<file path="src/rtl/lbdr_port_allocator_pkg.sv">
// Shared definitions for the LBDR switch allocator: flit types, port indices
// and the per-output allocation state.
package lbdr_port_allocator_pkg;

  localparam logic [2:0] HEADER  = 3'd1;
  localparam logic [2:0] PAYLOAD = 3'd2;
  localparam logic [2:0] TAIL    = 3'd3;

  localparam int PORT_N = 0;
  localparam int PORT_E = 1;
  localparam int PORT_W = 2;
  localparam int PORT_S = 3;
  localparam int PORT_L = 4;

  typedef enum logic {
    IDLE = 1'b0,
    BUSY = 1'b1
  } alloc_state_t;

endpackage

</file>
<file path="src/rtl/lbdr_rr_arbiter.sv">
// Combinational round-robin pick: first set request strictly after ptr, with wrap.
module lbdr_rr_arbiter #(
  parameter int NUM_PORTS = 5
) (
  input  logic [NUM_PORTS-1:0] req,
  input  logic [2:0]           ptr,
  output logic [NUM_PORTS-1:0] gnt,
  output logic [2:0]           idx
);

  logic found;

  always_comb begin
    gnt   = '0;
    idx   = '0;
    found = 1'b0;
    // indices above the pointer first, then wrap to the lowest set request
    for (int j = 0; j < NUM_PORTS; j++) begin
      if (!found && req[j] && (j > int'(ptr))) begin
        found  = 1'b1;
        gnt[j] = 1'b1;
        idx    = 3'(j);
      end
    end
    for (int j = 0; j < NUM_PORTS; j++) begin
      if (!found && req[j]) begin
        found  = 1'b1;
        gnt[j] = 1'b1;
        idx    = 3'(j);
      end
    end
  end

endmodule

</file>
<file path="src/rtl/lbdr_port_allocator.sv">
// Wormhole switch allocator: round-robin per output, grant held HEADER..TAIL,
// flit transfers gated by downstream credits. Optional ALLOC_TIMEOUT_EN adds idle-owner release.
module lbdr_port_allocator
  import lbdr_port_allocator_pkg::*;
#(
  parameter int NUM_PORTS    = 5,
  parameter int CREDIT_DEPTH = 4,
  parameter int TIMEOUT_CYC  = 16
) (
  input  logic                           clk,
  input  logic                           rst,
  input  logic [NUM_PORTS-1:0]           in_valid,
  input  logic [3*NUM_PORTS-1:0]         in_flit_id,
  input  logic [NUM_PORTS*NUM_PORTS-1:0] req,
  input  logic [NUM_PORTS-1:0]           credit_in,
  output logic [NUM_PORTS-1:0]           in_ready,
  output logic [NUM_PORTS-1:0]           out_valid,
  output logic [3*NUM_PORTS-1:0]         out_sel,
`ifdef ALLOC_TIMEOUT_EN
  output logic [NUM_PORTS-1:0]           timeout,
`endif
  output logic [NUM_PORTS-1:0]           busy
);

  localparam int CW = $clog2(CREDIT_DEPTH + 1);
`ifdef ALLOC_TIMEOUT_EN
  localparam int SW = $clog2(TIMEOUT_CYC + 1);
`endif

  if (NUM_PORTS > 8 || CREDIT_DEPTH < 1 || TIMEOUT_CYC < 1) begin : g_param_chk
    $error("lbdr_port_allocator: unsupported parameter values");
  end

  logic [NUM_PORTS-1:0][2:0] flit, dec_idx, owner;
  logic [NUM_PORTS-1:0]      dec_vld, owned, xfer;

  // Lowest set bit of each request slice wins; extra bits are ignored
  always_comb begin
    dec_vld = '0;
    dec_idx = '0;
    for (int i = 0; i < NUM_PORTS; i++) begin
      flit[i] = in_flit_id[3*i +: 3];
      for (int o = NUM_PORTS-1; o >= 0; o--) begin
        if (req[i*NUM_PORTS + o]) begin
          dec_vld[i] = 1'b1;
          dec_idx[i] = 3'(o);
        end
      end
    end
  end

  always_comb begin
    owned = '0;
    for (int o = 0; o < NUM_PORTS; o++)
      if (busy[o]) owned[owner[o]] = 1'b1;
  end

  for (genvar o = 0; o < NUM_PORTS; o++) begin : g_out
    alloc_state_t         state, state_nxt;
    logic [2:0]           owner_q, rr_ptr, win;
    logic [CW-1:0]        credit;
    logic [NUM_PORTS-1:0] elig, gnt;
    logic                 tail, rel;

    always_comb begin
      elig = '0;
      for (int i = 0; i < NUM_PORTS; i++)
        elig[i] = in_valid[i] && (flit[i] == HEADER) && dec_vld[i] &&
                  (dec_idx[i] == 3'(o)) && !owned[i];
    end

    lbdr_rr_arbiter #(.NUM_PORTS(NUM_PORTS)) u_arb (
      .req (elig),
      .ptr (rr_ptr),
      .gnt (gnt),
      .idx (win)
    );

    assign owner[o] = owner_q;
    assign busy[o]  = (state == BUSY);
    assign xfer[o]  = (state == BUSY) && in_valid[owner_q] && (credit != '0);
    assign tail     = (flit[owner_q] == TAIL);

`ifdef ALLOC_TIMEOUT_EN
    logic [SW-1:0] stall;
    logic          stall_hit, to_q;

    assign stall_hit  = (state == BUSY) && !in_valid[owner_q] && (stall == SW'(TIMEOUT_CYC - 1));
    assign timeout[o] = to_q;
    assign rel        = (xfer[o] && tail) || stall_hit;

    always_ff @(posedge clk) begin
      if (rst) begin
        stall <= '0;
        to_q  <= 1'b0;
      end else begin
        to_q <= stall_hit;
        if (state != BUSY || xfer[o] || stall_hit) stall <= '0;
        else if (!in_valid[owner_q])               stall <= stall + SW'(1);
      end
    end
`else
    assign rel = xfer[o] && tail;
`endif

    always_comb begin
      state_nxt = state;
      case (state)
        IDLE:    if (|gnt) state_nxt = BUSY;
        BUSY:    if (rel)  state_nxt = IDLE;
        default: state_nxt = IDLE;
      endcase
    end

    always_ff @(posedge clk) begin
      if (rst) begin
        state   <= IDLE;
        owner_q <= '0;
        rr_ptr  <= 3'(NUM_PORTS - 1);
        credit  <= CW'(CREDIT_DEPTH);
      end else begin
        state <= state_nxt;
        if (state == IDLE && |gnt) owner_q <= win;
        if (rel)                   rr_ptr  <= owner_q;
        // simultaneous transfer and returned credit cancel out
        if (xfer[o] && !credit_in[o])
          credit <= credit - CW'(1);
        else if (!xfer[o] && credit_in[o] && credit != CW'(CREDIT_DEPTH))
          credit <= credit + CW'(1);
      end
    end
  end

  always_comb begin
    in_ready = '0;
    out_sel  = '0;
    for (int o = 0; o < NUM_PORTS; o++) begin
      if (xfer[o]) begin
        in_ready[owner[o]] = 1'b1;
        out_sel[3*o +: 3]  = owner[o];
      end
    end
  end

  assign out_valid = xfer;

endmodule

</file>
<file path="config.mk">
export PLATFORM = sky130hd
export DESIGN_NAME = lbdr_port_allocator
export DESIGN_NICKNAME = d
export VERILOG_FILES = /design/src/rtl/lbdr_port_allocator_pkg.sv /design/src/rtl/lbdr_rr_arbiter.sv /design/src/rtl/lbdr_port_allocator.sv
export SDC_FILE = /design/constraint.sdc
export NUM_CORES = 1
export LEC_CHECK = 0
export CORE_ASPECT_RATIO = 1.2
export CORE_UTILIZATION = 36
export DETAILED_ROUTE_END_ITERATION = 7
export GPL_TIMING_DRIVEN = 0
export HOLD_SLACK_MARGIN = 0.03
export PLACE_DENSITY_LB_ADDON = 0.08
export SYNTH_ARGS = -nofsm -noshare
export SYNTH_HDL_FRONTEND = slang
export SYNTH_SLANG_ARGS = --single-unit
</file>
<file path="constraint.sdc">
create_clock -name clk -period 3.3 [get_ports clk]
set_input_delay 0.495 -clock clk [delete_from_list [all_inputs] [get_ports clk]]
set_output_delay 0.495 -clock clk [all_outputs]
set_load 0.02 [all_outputs]
</file>
==> flow_metrics.tcl <==
set metrics [dict create \
    status "finished clean" \
    fin_skew_ps 5.25 \
    drc 0 \
    cts-root-buf "clkbuf_16" \
    critPathMaxStageDelay_ps 480 \
    clk_pin_slew_worst_paths_ps 70 \
    grt_pass1_wl_mm 27.6 \
    dp_hpwl_mm 13.7 \
    n_antenna_cell 0 \
    required_ps 2800 \
    overflow 0 \
    critPathLaunchType "flip-flop" \
    cap_violations 0 \
    numCtsBuffers 5 \
    worstPathMaxFanout 10 \
    die-area_mm2 0.0135 \
    start_util_pct 37.1 \
    timing.hold.ws_ps 534 \
    fin_area_mm2 0.00593 \
    io_pins 82 \
    async_flop_share_pct 0 \
    cts_tree "done" \
    viasPerCell 6.05 \
    max-clock-path-buffers 2 \
    crit_type "flip-flop to output port" \
    rsz0062_at_grt "true" \
    wire_per_inst_um 20.4 \
    portBuffers 79 \
    rows 45 \
    ys_seq_elements 50 \
    finalSetupViolCount 0 \
    mappedNetlistNets 680 \
    period_minus_slack_ps 3160 \
    die_h_um 127 \
    synthFlopType "dfxtp_1" \
    cp-end-kind "output port" \
    final-hold-violation-count 0 \
    yosysSeqAreaShare_pct 21.3 \
    synth_edf_count 0 \
    antenna_found_initial 0 \
    gp_congestion 0.910 \
    syn_avg_cell_area_um2 7.54 \
    grt_pass1_vias 5113 \
    drv_slew 0 \
    synth_area_mm2 0.00469 \
    relSlewSlack_pct 20.2 \
    htreeDepth 2 \
    p_leak_nw 2.22 \
    grt_usage_pct 26.4 \
    ir_drop_mv 0.264 \
    core_area_mm2 0.0127 \
    vias 5299 \
    wirelength_mm 17.9 \
    die_w_um 106 \
    max_freq_mhz 316 \
    ys_warn_count 0 \
    grt_max_degree 17 \
    worst_ep_arrival_time_ps 2670 \
    power_mw 1.59 \
    dpl_cell_area_mm2 0.00569 \
    finalCritPeriodShare_pct 95.8 \
    syn2layout_area_growth_pct 26.3 \
    path_cells "clkbuf_2 > nand3_1 > a21oi_1 > o221ai_2 > buf_4 > or4_1 > o2111ai_1 > dlygate4sd2_1" \
    drt_iter0_markers 368 \
    drive_above_1_share_pct 10.5 \
    ant_nets 0 \
    final_common_cell "nor2_1" \
    final_cell_mix "nor2_1, clkdlybuf4s50_1, dfxtp_1, nand2_1, a21oi_1" \
    worst_skew_pair.late_latency_ps 300 \
    synth.distinct_cells 74 \
    synthCells 623 \
    hold_buffers 0 \
    power_density_mw_per_mm2 267 \
    dr.pass1.iters 7 \
    numClockSinks 50 \
    tightest_slew_ps 1180 \
    final_nets 768 \
    hold_path_class "flip-flop to flip-flop" \
    nFillCells 1284 \
    setup-tns-final_ps 0 \
    crit_slowest_cell "dfxtp_1" \
]
==> kinds of logic after synthesis <==
| logic type | after synthesis | synth area share, % |
|---|---|---|
| mux | 34 | 8.56 |
| xor+xnor | 2 | 0.373 |
| simple gates | 277 | 34.2 |
| flops | 50 | 21.3 |
| fa+ha+maj | 5 | 2.13 |
| compound gates | 177 | 26.4 |
| buf+inv | 78 | 7.06 |
==> final timing paths <==
| path | cells after the start | slack, ps | end | from |
|---|---|---|---|---|
| worst min-delay path | 1 | 530 | g_out[3].credit[0] | g_out[3].credit[0] |
| worst min register to register | 1 | 530 | g_out[3].credit[0] | g_out[3].credit[0] |
| worst max-delay path | 8 | 140 | in_ready[2] | g_out[3].owner_q[0] |
| worst max register to register | 8 | 300 | g_out[4].owner_q[0] | g_out[4].owner_q[2] |
==> critical path, delay by kind of cell (launching register included) <==
family,cells,cell delay (ps)
AOI/OAI and AO/OA,3,470
buffers and inverters,3,890
DFF,1,480
and+or+nand+nor,2,540
==> registers in the layout (all words and copies together) (netlist names) <==
register       count
g_out.credit      15
g_out.owner_q     15
g_out.state        5
g_out.rr_ptr      15
==> synthesized netlist by cell type (7+ instances only) <==
cell	number	area [um2]
a211oi_1	8	60.1
a21oi_1	36	180
a22oi_1	17	128
a31o_2	7	61.3
a31oi_1	8	50.1
and2_1	9	56.3
and3_1	12	75.1
buf_2	7	35.0
buf_4	8	60.1
clkbuf_1	25	93.8
dfxtp_1	50	1000
inv_1	35	131
mux2i_1	24	240
nand2_1	47	176
nand2b_1	7	43.8
nand3_1	13	65.1
nand4b_1	10	87.6
nor2_1	69	259
nor2b_1	15	93.8
nor3_1	15	75.1
nor3b_1	7	52.6
nor4_1	11	68.8
nor4b_1	10	87.6
nor4bb_1	14	140
o21ai_0	31	155
o22ai_1	7	43.8
==> cell type report <==
type	instances	area [um2]	area share, %
multi-input combinational	495	3400	57.4
clock inverter	3	43.8	0.739
buffer	41	209	3.52
inverter	36	135	2.28
clock buffer	5	125	2.11
timing repair buffer	82	806	13.6
sequential	50	1000	16.9
tap	164	205	3.46
==> per-layer routing <==
layer / track usage (%) / wire length [um] / vias to the layer above / part of all wire [%]
li1: - / - / 2527 / -
met1: 35.1 / 8130 / 2507 / 45
met2: 41.9 / 8000 / 220 / 45
met3: 4.13 / 1020 / 45 / 5.7
met4: 12.2 / 722 / 0 / 4.0
met5: 0 / 0 / - / 0
==> where the power goes <==
part | internal, mW | total [mW] | switching (mW)
Clock | 0.360 | 0.615 | 0.255
Combinational | 0.153 | 0.342 | 0.190
Sequential | 0.615 | 0.627 | 0.0117
Total | 1.13 | 1.59 | 0.457
==> through the flow <==
stage | setup WS [ps] | std cells | utilization [%]
final | 138 | 876 | 46.8
after global routing | -2.36 | 876 | 46.8
after CTS | 6.30 | 875 | 46.5
after detailed placement | -763 | 866 | 44.9
after global placement | -793 | 866 | 44.9
after floorplan | 403 | 623 | -
==> what timing repair did <==
item | in CTS | in global routing
pin swaps | 1 | 1
setup buffers | 1 | 2
resized for setup | 21 | 25
endpoints found under the setup margin | 22 | 19
No activity file was read; power rests on OpenSTA's default activity.
==> edit 1: new RTL, config.mk and constraints unchanged <==
`NUM_PORTS` is set to 5 in 2 places; all go to 4.
--- a/src/rtl/lbdr_rr_arbiter.sv
+++ b/src/rtl/lbdr_rr_arbiter.sv
@@ -1,6 +1,6 @@
 // Combinational round-robin pick: first set request strictly after ptr, with wrap.
 module lbdr_rr_arbiter #(
-  parameter int NUM_PORTS = 5
+  parameter int NUM_PORTS = 4
 ) (
   input  logic [NUM_PORTS-1:0] req,
   input  logic [2:0]           ptr,
--- a/src/rtl/lbdr_port_allocator.sv
+++ b/src/rtl/lbdr_port_allocator.sv
@@ -3,7 +3,7 @@
 module lbdr_port_allocator
   import lbdr_port_allocator_pkg::*;
 #(
-  parameter int NUM_PORTS    = 5,
+  parameter int NUM_PORTS    = 4,
   parameter int CREDIT_DEPTH = 4,
   parameter int TIMEOUT_CYC  = 16
 ) (
Ports: changed (8 resized); port bits go from 82 to 62. The function was not compared with the original's and may differ.
==> edit 1 against the original RTL <==
Final area is 38% lower. Setup slack better by 0.029 ns. Sequential cell count is 18 lower. Highest routed layer unchanged. Total power is 41% lower. Hold slack worse by 0.082 ns. Count of clock-buffer cells in the layout is 3 higher. Register-to-register slack better by 0.52 ns. Routed wire length is 52% lower. Cell count is 43% lower. Area after synthesis is 39% lower.
==> edit 1: results (changes against the original RTL) <==
\begin{tabular}{lr}
\hline
Metric & Value \\
\hline
\multicolumn{2}{l}{\textbf{Critical path}} \\
Worst R2R Start & g\_out[2].owner\_q[0]\$\_SDFFE\_PP0P\_ \\
Crit-path max cell delay & 0.51 ns (+0.03 ns) \\
Reg-to-reg setup timing slack & 0.82 ns (+0.52 ns) \\
Reg-to-reg endpoint & g\_out[2].credit[2]\$\_SDFFE\_PP1P\_ \\
Crit path DAT & 2.64 ns (-0.03 ns) \\
\multicolumn{2}{l}{\textbf{Timing}} \\
Worst-case clock skew & 0.00195 ns (-0.00329 ns) \\
Slew of the pin with the lowest slew margin & 0.630 ns (-0.551 ns) \\
\multicolumn{2}{l}{\textbf{Global routing}} \\
Antenna violations before repair & 1 (+1) \\
Via count of the first global-routing pass & 2771 (-46\%) \\
First-pass GRT wire length & 14.0 mm (-49\%) \\
All-Layer GR Usage & 21.3\% (-5.1 points) \\
\multicolumn{2}{l}{\textbf{Logic synthesis}} \\
Number of distinct standard cells referenced by the synthesized netlist & 65 (-12\%) \\
Main area contributors after synthesis & dfxtp\_1 (22\%), mux4\_2 (4.7\%), nor2\_1 (4.1\%), inv\_1 (3.9\%), mux2i\_1 (3.8\%) \\
Top cell types by occurrence after synthesis & dfxtp\_1 (32), nor2\_1 (31), inv\_1 (30), nand2\_1 (26), a21oi\_1 (21) \\
Share of the yosys chip area belonging to registers & 22.4\% (+1.0 points) \\
\multicolumn{2}{l}{\textbf{Worst hold path}} \\
Hold\_sp & rst \\
Number of stages on the worst hold path & 2 (+1) \\
\multicolumn{2}{l}{\textbf{Clocking}} \\
Clk Tree Root Cell & clkbuf\_8 \\
Worst-Skew Late Latency & 0.28 ns (-0.02 ns) \\
\multicolumn{2}{l}{\textbf{Drt}} \\
Count of routing violations after the opening detailed-route iteration & 121 (-67\%) \\
First-pass DRT Iterations & 4 (-3) \\
\multicolumn{2}{l}{\textbf{Layout}} \\
Share of cells above drive strength 1 & 12.2\% (+1.7 points) \\
Nets@finish & 451 (-41\%) \\
\multicolumn{2}{l}{\textbf{Power}} \\
Cell leakage power & 1.38 nW (-38\%) \\
Combinational cell power & 0.000205 W (-40\%) \\
Seq group & 0.000409 W (-35\%) \\
Switching share of power & 28.3\% (-0.47 points) \\
IR drop worst, VDD & 0.000112 V (-57\%) \\
\multicolumn{2}{l}{\textbf{Outcome}} \\
Status & finished, final reports clean \\
\multicolumn{2}{l}{\textbf{Placed design}} \\
HPWL after DPL & 6.69 mm (-51\%) \\
\hline
\end{tabular}
[edit 1: cell count changes after synthesis, moves of 14 or more]
cell | unedited run | this run
nor2_1 | 69 | 31
o21ai_0 | 31 | 13
a22oi_1 | 17 | 3
dfxtp_1 | 50 | 32
nand2_1 | 47 | 26
a21oi_1 | 36 | 21
clkbuf_1 | 25 | 2
[edit 1: area by class of cell]
type                       count  area, um2
multi-input combinational    259       1940
buffer                        22        191
timing repair buffer          58        579
sequential                    32        641
clock buffer                   8       90.1
inverter                      31        119
antenna                        1       2.50
tap                           92        115
fill                         771       4030
[edit 1: repair_timing]
action / in CTS / in global routing
resized for setup: 3 / 5
endpoints found under the hold margin: 0 / 0
endpoints found under the setup margin: 4 / 4
buffers inserted: 2 / 0
pin swaps: 0 / 0
cloned: 0 / 0
[edit 1: worst max-delay path by stage]
stage | from | to | slack, ns | cells after the start
floorplan | in_valid[3] | in_ready[2] | 0.74 | 6
global placement | in_valid[3] | in_ready[2] | -0.33 | 8
detailed placement | in_valid[2] | in_ready[2] | -0.36 | 8
CTS | in_valid[2] | in_ready[0] | 0.005 | 7
global route | in_valid[1] | in_ready[2] | 0.01 | 8
finish | in_valid[1] | in_ready[2] | 0.17 | 8
[edit 1: through the flow]
| stage | setup TNS, ns | setup slack [ns] | instance area (um2) | instances | total power, W |
|---|---|---|---|---|---|
| 5_1_grt | 0 | 0.0125 | 3670 | 502 | 0.000976 |
| 6_report | 0 | 0.166 | 3680 | 503 | 0.000936 |
| 2_1_floorplan | 0 | 0.741 | 2880 | 344 | 0.000526 |
| 4_1_cts | 0 | 0.00456 | 3650 | 502 | 0.000943 |
| 3_3_place_gp | -0.603 | -0.335 | 3550 | 492 | 0.000619 |
| 3_5_place_dp | -0.632 | -0.357 | 3550 | 492 | 0.000620 |
[edit 1: logic make-up (layout without fill, tap and decap cells)]
logic type | count (synthesis) | after routing | synth area share [%]
flops | 32 | 32 | 22.4
mux | 20 | 20 | 10.8
simple gates | 131 | 131 | 25.7
other cells | 1 | 5 | 0.131
fa+ha+maj | 4 | 4 | 2.80
buf+inv | 53 | 119 | 10.8
compound gates | 100 | 100 | 27.4
[edit 1: routing by layer]
layer  GRT usage, %  share of wire, %  vias up
li1               -                 -     1409
met1           25.7                44     1370
met2           38.0                49       89
met3           3.73               5.6        9
met4           7.56               1.4        0
met5              0                 0        -
[edit 1: worst reg2reg max path, cell delays in order, from the launching register on]
cell     delay [ns]
dfxtp_1        0.34
mux4_1         0.38
o311a_1        0.16
buf_2          0.19
nor2b_1        0.22
inv_1          0.09
fa_1           0.41
and2_1         0.17
a211o_1        0.26
a21o_1         0.17
==> edit 2: new RTL, same settings <==
Without the edit above. Add a define of `ALLOC_TIMEOUT_EN`.
--- a/src/rtl/lbdr_port_allocator.sv
+++ b/src/rtl/lbdr_port_allocator.sv
@@ -1,5 +1,7 @@
 // Wormhole switch allocator: round-robin per output, grant held HEADER..TAIL,
 // flit transfers gated by downstream credits. Optional ALLOC_TIMEOUT_EN adds idle-owner release.
+`define ALLOC_TIMEOUT_EN
+
 module lbdr_port_allocator
   import lbdr_port_allocator_pkg::*;
 #(
New outputs: timeout. Check against the original RTL: not settled (the Yosys comparison gave no result); the edit may change what the design does.
==> edit 2 against the original RTL <==
The flow now finishes with violations (setup timing). Utilization grew 0.45 points. Setup slack lost 0.17 ns. Largest cell class unchanged. Final area grew 26%. Area after synthesis rose by 26%. Total power grew 65%. Count of clock-buffer cells in the layout increased by 5. Sequential cell count increased by 30. Register-to-register slack worse by 0.04 ns. Via count up 19%. Combinational power rose by 23%. Critical path type is now in2out. Critical path depth increased by 2. Clock skew grew 0.0025 ns. Routed wire length increased by 22%.
==> edit 2: results (changes against the original RTL) <==
\begin{tabular}{lr}
\hline
Metric & Value \\
\hline
\multicolumn{2}{l}{\textbf{Placed design}} \\
HPWL after DPL & 16.8 mm (+23\%) \\
I/O Buffers & 85 (+7.6\%) \\
Post-placement cell count & 1038 (+20\%) \\
\multicolumn{2}{l}{\textbf{Logic synthesis}} \\
Number of distinct standard cells referenced by the synthesized netlist & 80 (+8.1\%) \\
Top cell types by occurrence after synthesis & nor2\_1 (100), dfxtp\_1 (80), nand2\_1 (51), a21oi\_1 (41), inv\_1 (38) \\
Avg Cell Area, Syn & 7.93 um2 (+5.2\%) \\
\multicolumn{2}{l}{\textbf{Global routing}} \\
Met3 track utilization from global routing & 5.37\% (+1.2 points) \\
Antenna violations before repair & 1 (+1) \\
All-Layer GR Usage & 26.5\% (+0.13 points) \\
Pin count of the biggest net entering global routing & 15 (-2) \\
Via count of the first global-routing pass & 6206 (+21\%) \\
\multicolumn{2}{l}{\textbf{Layout}} \\
Combined area of the multi-input logic cells & 4010 um2 (+18\%) \\
Final antenna diode count & 1 (+1) \\
Non-clock inverter instance count of the final layout & 40 (+11\%) \\
Total area of sequential cells & 1610 um2 (+61\%) \\
Clock network area share & 4.73\% (+1.9 points) \\
Nets@finish & 912 (+19\%) \\
Share of cells above drive strength 1 & 12.1\% (+1.6 points) \\
Number of fill cells in the layout & 1592 (+24\%) \\
Non-clock buffer instance count of the final layout & 135 (+9.8\%) \\
\multicolumn{2}{l}{\textbf{Power}} \\
Combinational cell power & 0.000422 W (+23\%) \\
Cell leakage power & 2.67 nW (+20\%) \\
Fraction of power consumed by sequential logic & 38.2\% (-1.4 points) \\
Cell internal power dissipation & 0.00193 W (+71\%) \\
\multicolumn{2}{l}{\textbf{Critical path}} \\
Crit path DAT & 2.84 ns (+0.17 ns) \\
Worst R2R Start & g\_out[4].owner\_q[0]\$\_SDFFE\_PP0P\_ \\
Reg-to-reg endpoint & g\_out[1].owner\_q[0]\$\_SDFFE\_PP0P\_ \\
Reg-to-reg setup timing slack & 0.26 ns (-0.04 ns) \\
Maximum net fanout on the critical path & 7 (-3) \\
Crit-path max cell delay & 0.50 ns (+0.02 ns) \\
\multicolumn{2}{l}{\textbf{Clocking}} \\
Clock net sink count & 80 (+60\%) \\
Number of H-tree levels & 3 (+1) \\
Buffers inserted during post-CTS setup optimization & 5 (+4) \\
\multicolumn{2}{l}{\textbf{Drt}} \\
Routed length on met3 & 1.44 mm (+41\%) \\
Count of routing violations after the opening detailed-route iteration & 389 (+5.7\%) \\
Detail-routed net length per standard cell & 20.7 um (+1.2\%) \\
Met1 wire length & 9.46 mm (+16\%) \\
\multicolumn{2}{l}{\textbf{Worst hold path}} \\
Number of stages on the worst hold path & 2 (+1) \\
Hold\_sp & g\_out[3].stall[4]\$\_SDFFE\_PP0N\_ \\
\multicolumn{2}{l}{\textbf{Timing}} \\
Worst path setup slack after routing & -0.0368 ns (-0.175 ns) \\
Slew margin rel. & 42.1\% (+22 points) \\
Setup-failing EPs final & 1 (+1) \\
\multicolumn{2}{l}{\textbf{Outcome}} \\
Failing checks & setup timing \\
Status & finished, violations left \\
\hline
\end{tabular}
[edit 2: cell types whose count changed after synthesis, moves of 9 or more]
cell / delta
ha_1: +10
nor3_1: +10
nand4_1: +13
a22oi_1: -12
nor2_1: +31
xor2_1: +10
dfxtp_1: +30
o211ai_1: +9
[edit 2: through the flow]
stage	power [W]	cell area, um2	hold WS (ns)	TNS, ns	util (%)
after detailed placement	0.00142	7020	0.488	-20.77	44.3
after global placement	0.00142	7020	0.478	-20.59	44.3
after floorplan	0.00124	5900	0.463	0	-
after CTS	0.00264	7480	0.494	-0.334	47.2
after global routing	0.00271	7480	0.521	-0.0955	47.2
final	0.00261	7480	0.492	-0.0368	47.3
[edit 2: cell families after synthesis]
kind of cell,Yosys count,synth area share [%]
AO/OA/AOI/OAI,173,20.4
XOR/XNOR,18,2.67
adder cells (fa/ha/maj),15,3.81
buffers and inverters,86,6.46
flip-flops,80,27.1
multiplexers,37,7.73
AND/OR/NAND/NOR,336,31.8
